`src/rtl/bp_me_axi_write_sink.sv`:
```
// bp_me_axi_write_sink: pairs pump transfer beats with AXI W beats and
// issues one registered memory write per beat, then returns the B response.
// Ports: clk_i/reset_i (sync, active-high); pump_* transfer address/mask in,
// pump_send_o consume; s_axi_w* W channel; mem_* registered write request;
// s_axi_b* B channel. Macro BP_ME_AXI_WRITE_SINK_WLAST_CHECK_EN enables the
// WLAST vs pump_last consistency check (mismatch -> SLVERR).
module bp_me_axi_write_sink
  #(parameter int axi_addr_width_p = 64
  , parameter int axi_data_width_p = 64
  , parameter int axi_id_width_p = 6
  , localparam int mask_width_lp = axi_data_width_p/8
  )
  (input  logic                        clk_i
  , input  logic                        reset_i

  , input  logic                        pump_v_i
  , output logic                        pump_send_o
  , input  logic [axi_addr_width_p-1:0] pump_addr_i
  , input  logic [mask_width_lp-1:0]    pump_mask_i
  , input  logic                        pump_first_i
  , input  logic                        pump_last_i
  , input  logic [axi_id_width_p-1:0]   awid_i

  , input  logic                        s_axi_wvalid_i
  , output logic                        s_axi_wready_o
  , input  logic [axi_data_width_p-1:0] s_axi_wdata_i
  , input  logic [mask_width_lp-1:0]    s_axi_wstrb_i
  , input  logic                        s_axi_wlast_i

  , output logic                        mem_v_o
  , input  logic                        mem_ready_and_i
  , output logic [axi_addr_width_p-1:0] mem_addr_o
  , output logic [axi_data_width_p-1:0] mem_data_o
  , output logic [mask_width_lp-1:0]    mem_mask_o
  , output logic                        mem_last_o

  , output logic                        s_axi_bvalid_o
  , input  logic                        s_axi_bready_i
  , output logic [axi_id_width_p-1:0]   s_axi_bid_o
  , output logic [1:0]                  s_axi_bresp_o
  );

  typedef enum logic [1:0] {
    e_data  = 2'd0,
    e_drain = 2'd1,
    e_resp  = 2'd2
  } state_e;

  state_e                        state_r;
  logic                          mem_v_r;
  logic [axi_addr_width_p-1:0]   addr_r;
  logic [axi_data_width_p-1:0]   data_r;
  logic [mask_width_lp-1:0]      mask_r;
  logic                          last_r;
  logic [axi_id_width_p-1:0]     bid_r;
  logic                          err_r;

  logic mem_free;
  logic accept_w;
  logic err_set;

  // Output slot can take a beat if empty or being drained this cycle.
  assign mem_free = ~mem_v_r | mem_ready_and_i;

  assign s_axi_wready_o = ~reset_i
                        & (state_r == e_data)
                        & pump_v_i
                        & mem_free;

  assign accept_w    = s_axi_wvalid_i & s_axi_wready_o;
  assign pump_send_o = accept_w;

`ifdef BP_ME_AXI_WRITE_SINK_WLAST_CHECK_EN
  assign err_set = accept_w & (s_axi_wlast_i != pump_last_i);
`else
  logic unused_wlast;
  assign unused_wlast = s_axi_wlast_i;
  assign err_set      = 1'b0;
`endif

  always_ff @(posedge clk_i) begin
    if (reset_i) begin
      state_r <= e_data;
      mem_v_r <= 1'b0;
      addr_r  <= '0;
      data_r  <= '0;
      mask_r  <= '0;
      last_r  <= 1'b0;
      bid_r   <= '0;
      err_r   <= 1'b0;
    end else begin
      if (accept_w) begin
        mem_v_r <= 1'b1;
        addr_r  <= pump_addr_i;
        data_r  <= s_axi_wdata_i;
        mask_r  <= s_axi_wstrb_i & pump_mask_i;
        last_r  <= pump_last_i;
        if (pump_first_i)
          bid_r <= awid_i;
      end else if (mem_ready_and_i) begin
        mem_v_r <= 1'b0;
      end

      if (err_set)
        err_r <= 1'b1;

      unique case (state_r)
        e_data:
          if (accept_w & pump_last_i)
            state_r <= e_drain;
        e_drain:
          if (mem_free)
            state_r <= e_resp;
        e_resp:
          if (s_axi_bready_i) begin
            state_r <= e_data;
            err_r   <= 1'b0;
          end
        default:
          state_r <= e_data;
      endcase
    end
  end

  assign mem_v_o    = mem_v_r;
  assign mem_addr_o = addr_r;
  assign mem_data_o = data_r;
  assign mem_mask_o = mask_r;
  assign mem_last_o = last_r;

  assign s_axi_bvalid_o = (state_r == e_resp);
  assign s_axi_bid_o    = bid_r;
  assign s_axi_bresp_o  = {err_r & s_axi_bvalid_o, 1'b0};

endmodule
```
`config.mk`:
```
export PLATFORM = sky130hd
export DESIGN_NAME = bp_me_axi_write_sink
export DESIGN_NICKNAME = d
export VERILOG_FILES = /design/src/rtl/bp_me_axi_write_sink.sv
export SDC_FILE = /design/constraint.sdc
export NUM_CORES = 1
export LEC_CHECK = 0
export ABC_CLOCK_PERIOD_IN_PS = 2300
export CAP_MARGIN = 10
export CELL_PAD_IN_SITES_DETAIL_PLACEMENT = 2
export CELL_PAD_IN_SITES_GLOBAL_PLACEMENT = 2
export CORE_UTILIZATION = 25
export DETAILED_ROUTE_END_ITERATION = 16
export GPL_TIMING_DRIVEN = 0
export PLACE_DENSITY_LB_ADDON = 0.25
export SETUP_SLACK_MARGIN = 0.05
export SYNTH_ARGS = -nofsm -noshare
export SYNTH_HDL_FRONTEND = slang
export SYNTH_SLANG_ARGS = --single-unit
```
`constraint.sdc`:
```
create_clock -name clk_i -period 2.3 [get_ports clk_i]
set_input_delay 0.46 -clock clk_i [delete_from_list [all_inputs] [get_ports clk_i]]
set_output_delay 0.46 -clock clk_i [all_outputs]
set_load 0.02 [all_outputs]
```
==> summary.md <==
| Metric | Value |
|---|---|
| Final setup vio count | `0` |
| DIE HEIGHT | `161 um` |
| Final worst path period share | `a little over nine tenths` |
| HP Class | `reg2reg` |
| RSZ-0062 raised after global routing | `no` |
| Final #Nets | `987` |
| Pwr dens | `around 670 nW/um2` |
| CTS tree | `yes` |
| Share of cells above drive strength 1 | `23.6%` |
| Complex-gate fraction of the synthesized area | `2.46%` |
| CP Data Arrival Time | `1.72 ns` |
| Synth area leaders | `dfxtp_1 (46%), mux2_4 (24%), nor2b_1 (13%)` |
| Vias | `~4.9k` |
| I/O pin cnt | `308` |
| #FFs+latches synth | `approximately 150` |
| Largest family of logic cells by synthesized area | `multiplexers` |
| Max Fclk | `between 400 and 500 MHz` |
| Worst-Skew Late Latency | `0.42 ns` |
| DIE AREA | `25,900 um2` |
| Final min period | `between 2 and 2.5 ns` |
| Final WS setup | `0.117 ns` |
| WL/cell | `18.4 um` |
| Fin cells | `roughly 1.2k` |
| Max clock buf depth | `2` |
| Post-synth top area share | `46.3%` |
| Syn Area/Cell | `12.5 um2` |
| GRT Overall Usage | `~17%` |
| Fin Setup TNS | `0 ns` |
| Async SR Flop Fraction | `0%` |
| Setup Skew | `0.0173 ns` |
| Inserted Clock Buffers | `17` |
| Critical Path Max Stage Delay | `0.47 ns` |
| Pre-CTS WS | `-0.994 ns` |
| Synth Area in Adders | `0%` |
| Status | `finished, final reports clean` |
| Cell Chain, Critical Path | `clkdlybuf4s50_1 -> nand2b_1 -> buf_6 -> nand3_4 -> buf_12 -> inv_1 -> buf_4` |
| Critical path data required time | `around 1.8 ns` |
| H-tree levels | `4` |
| Max FO, Critical Path | `19` |
| Initial Util | `between 20% and 30%` |
| Simple-gate share of the synthesized area | `16.5%` |
| Initial antenna violation count | `3` |
| Slew HR | `64.3%` |
| Syn Inst Count | `504` |
| First-pass DRT Iterations | `4` |
| Most frequent cells in the layout | `clkdlybuf4s50_1 (300), dfxtp_1 (146), nor2b_1 (131)` |
| HPWL after DPL | `16,700 um` |
| Post-Syn Area | `roughly 6300 um2` |
| Total power | `about 7 mW` |
| CTS clock-pin slew for the worst setup and hold paths | `approximately 0.06 ns` |
| Register area | `approximately 3000 um2` |
| Largest net degree at the start of global routing | `20` |
| Peak supply drop | `0.353 mV` |
| Core Area | `24,500 um2` |
| Most common cell after layout, fill and taps aside | `clkdlybuf4s50_1` |
| Max Cap Viol | `0` |
| Synth warnings | `0` |
| DRC | `0` |
| Seq/Total Area, Yosys | `46.3%` |
| Post-synth EDFFs | `0` |
| Number of global-route vias before repair | `5,686` |
| Netlist cell types | `31` |
| Clk sinks | `146` |
| First-pass GRT wire length | `between 30,000 and 40,000 um` |
| Via-per-instance ratio | `roughly 4.2` |
| Slowest CP cell | `clkdlybuf4s50_1` |
| PortBufs | `304` |
| Mux contribution to synthesized area | `29.0%` |
| Slew Viols, Final | `0` |
| RePlAce Congestion | `0.724` |
| WS Path Type | `in2out` |
| Slew @ Worst Pin | `between 0.5 and 0.6 ns` |
| Worst Setup Start Kind | `primary input` |
| Final core occ | `42.6%` |
| Final Hold Vio Count | `0` |
| Number of routed nets with antenna violations | `0` |
| P_leak | `4.36 nW` |
| FILL cells | `2,493` |
| Crit end category | `output pin` |
| Die X | `161 um` |
| Synth area leader | `dfxtp_1` |
| Most used DFF post-synth | `dfxtp_1` |
| Multi-input gate area | `about 3000 um2` |
| Clock root buffer | `clkbuf_16` |
| Remaining Overflow, GRT | `0` |
| Area growth syn-to-layout | `65.6%` |
| Dpl cells | `1,133` |
| Initial DRC Count | `129` |
| Final WL | `21,500 um` |
| Row count | `57` |
| Xor and xnor fraction of the mapped netlist area | `0%` |
==> registers in the layout, summed over array words and instances, names as in the netlist <==
signal / cells
mem_last_o: 1
mem_addr_o: 64
mem_data_o: 64
mem_mask_o: 8
mem_v_o: 1
s_axi_bid_o: 6
state_r: 2
==> layer usage <==
layer | track usage (%) | vias to the layer above | part of all wire (%)
met2 | 31.0 | 162 | 54
met1 | 17.3 | 2387 | 38
met4 | 7.38 | 0 | 2.9
met5 | 0 | - | 0
li1 | - | 2350 | -
met3 | 3.98 | 35 | 5.1
==> critical path, delay by kind of cell <==
family,cells,cell delay (ns)
buf+inv,5,1.01
simple gates,2,0.24
==> report_power, final <==
group | switching [mW] | internal (mW) | leakage, nW
Clock | 1.19 | 1.86 | 0.302
Combinational | 0.484 | 0.742 | 2.86
Sequential | 0.0702 | 2.67 | 1.19
==> cell type report <==
cell class	count	area share, %
repair buffers	307	29.3
multi-input cells	318	29.1
flip-flops and latches	146	28.0
clock buffers	18	4.20
well taps	324	3.88
plain buffers	34	3.47
clock inverters	13	1.89
inverters	4	0.144
diodes	2	0.0479
==> worst paths after layout <==
check,from,endpoint,slack [ns],cells past startpoint
setup / recovery,mem_ready_and_i,pump_send_o,0.12,7
hold / removal,s_axi_bid_o[5],s_axi_bid_o[5],0.47,2
setup reg to reg,state_r[1],s_axi_bid_o[2],0.17,6
hold reg to reg,s_axi_bid_o[5],s_axi_bid_o[5],0.47,2
==> stage by stage <==
step | hold WS, ns | area [um2]
2_1_floorplan | 0.533 | 6310
3_3_place_gp | 0.452 | 9760
3_5_place_dp | 0.471 | 9760
4_1_cts | 0.480 | 10400
5_1_grt | 0.515 | 10400
6_report | 0.473 | 10400
==> synth_stat cells (3+ instances only) <==
cell type,n
buf_2,3
buf_6,4
nand4_1,6
a31o_2,8
mux2_4,100
a21oi_1,6
mux2_2,28
nor2b_1,131
clkbuf_1,17
nor4_1,8
buf_12,10
inv_1,3
dfxtp_1,146
nand2_1,9
o31ai_1,5
==> logic make-up after synthesis <==
kind of cell | count (synthesis)
compound gates | 22
buf+inv | 41
flops | 146
mux | 129
other cells | 1
simple gates | 165
==> what timing repair did <==
action	4_1_cts	5_1_grt
pin swaps	1	2
cloned	0	0
hold buffers	0	0
gates resized for setup	23	9
setup buffers	3	0
hold endpoints to repair	0	0
endpoints found under the setup margin	11	11
(Power assumes the default switching activity.)
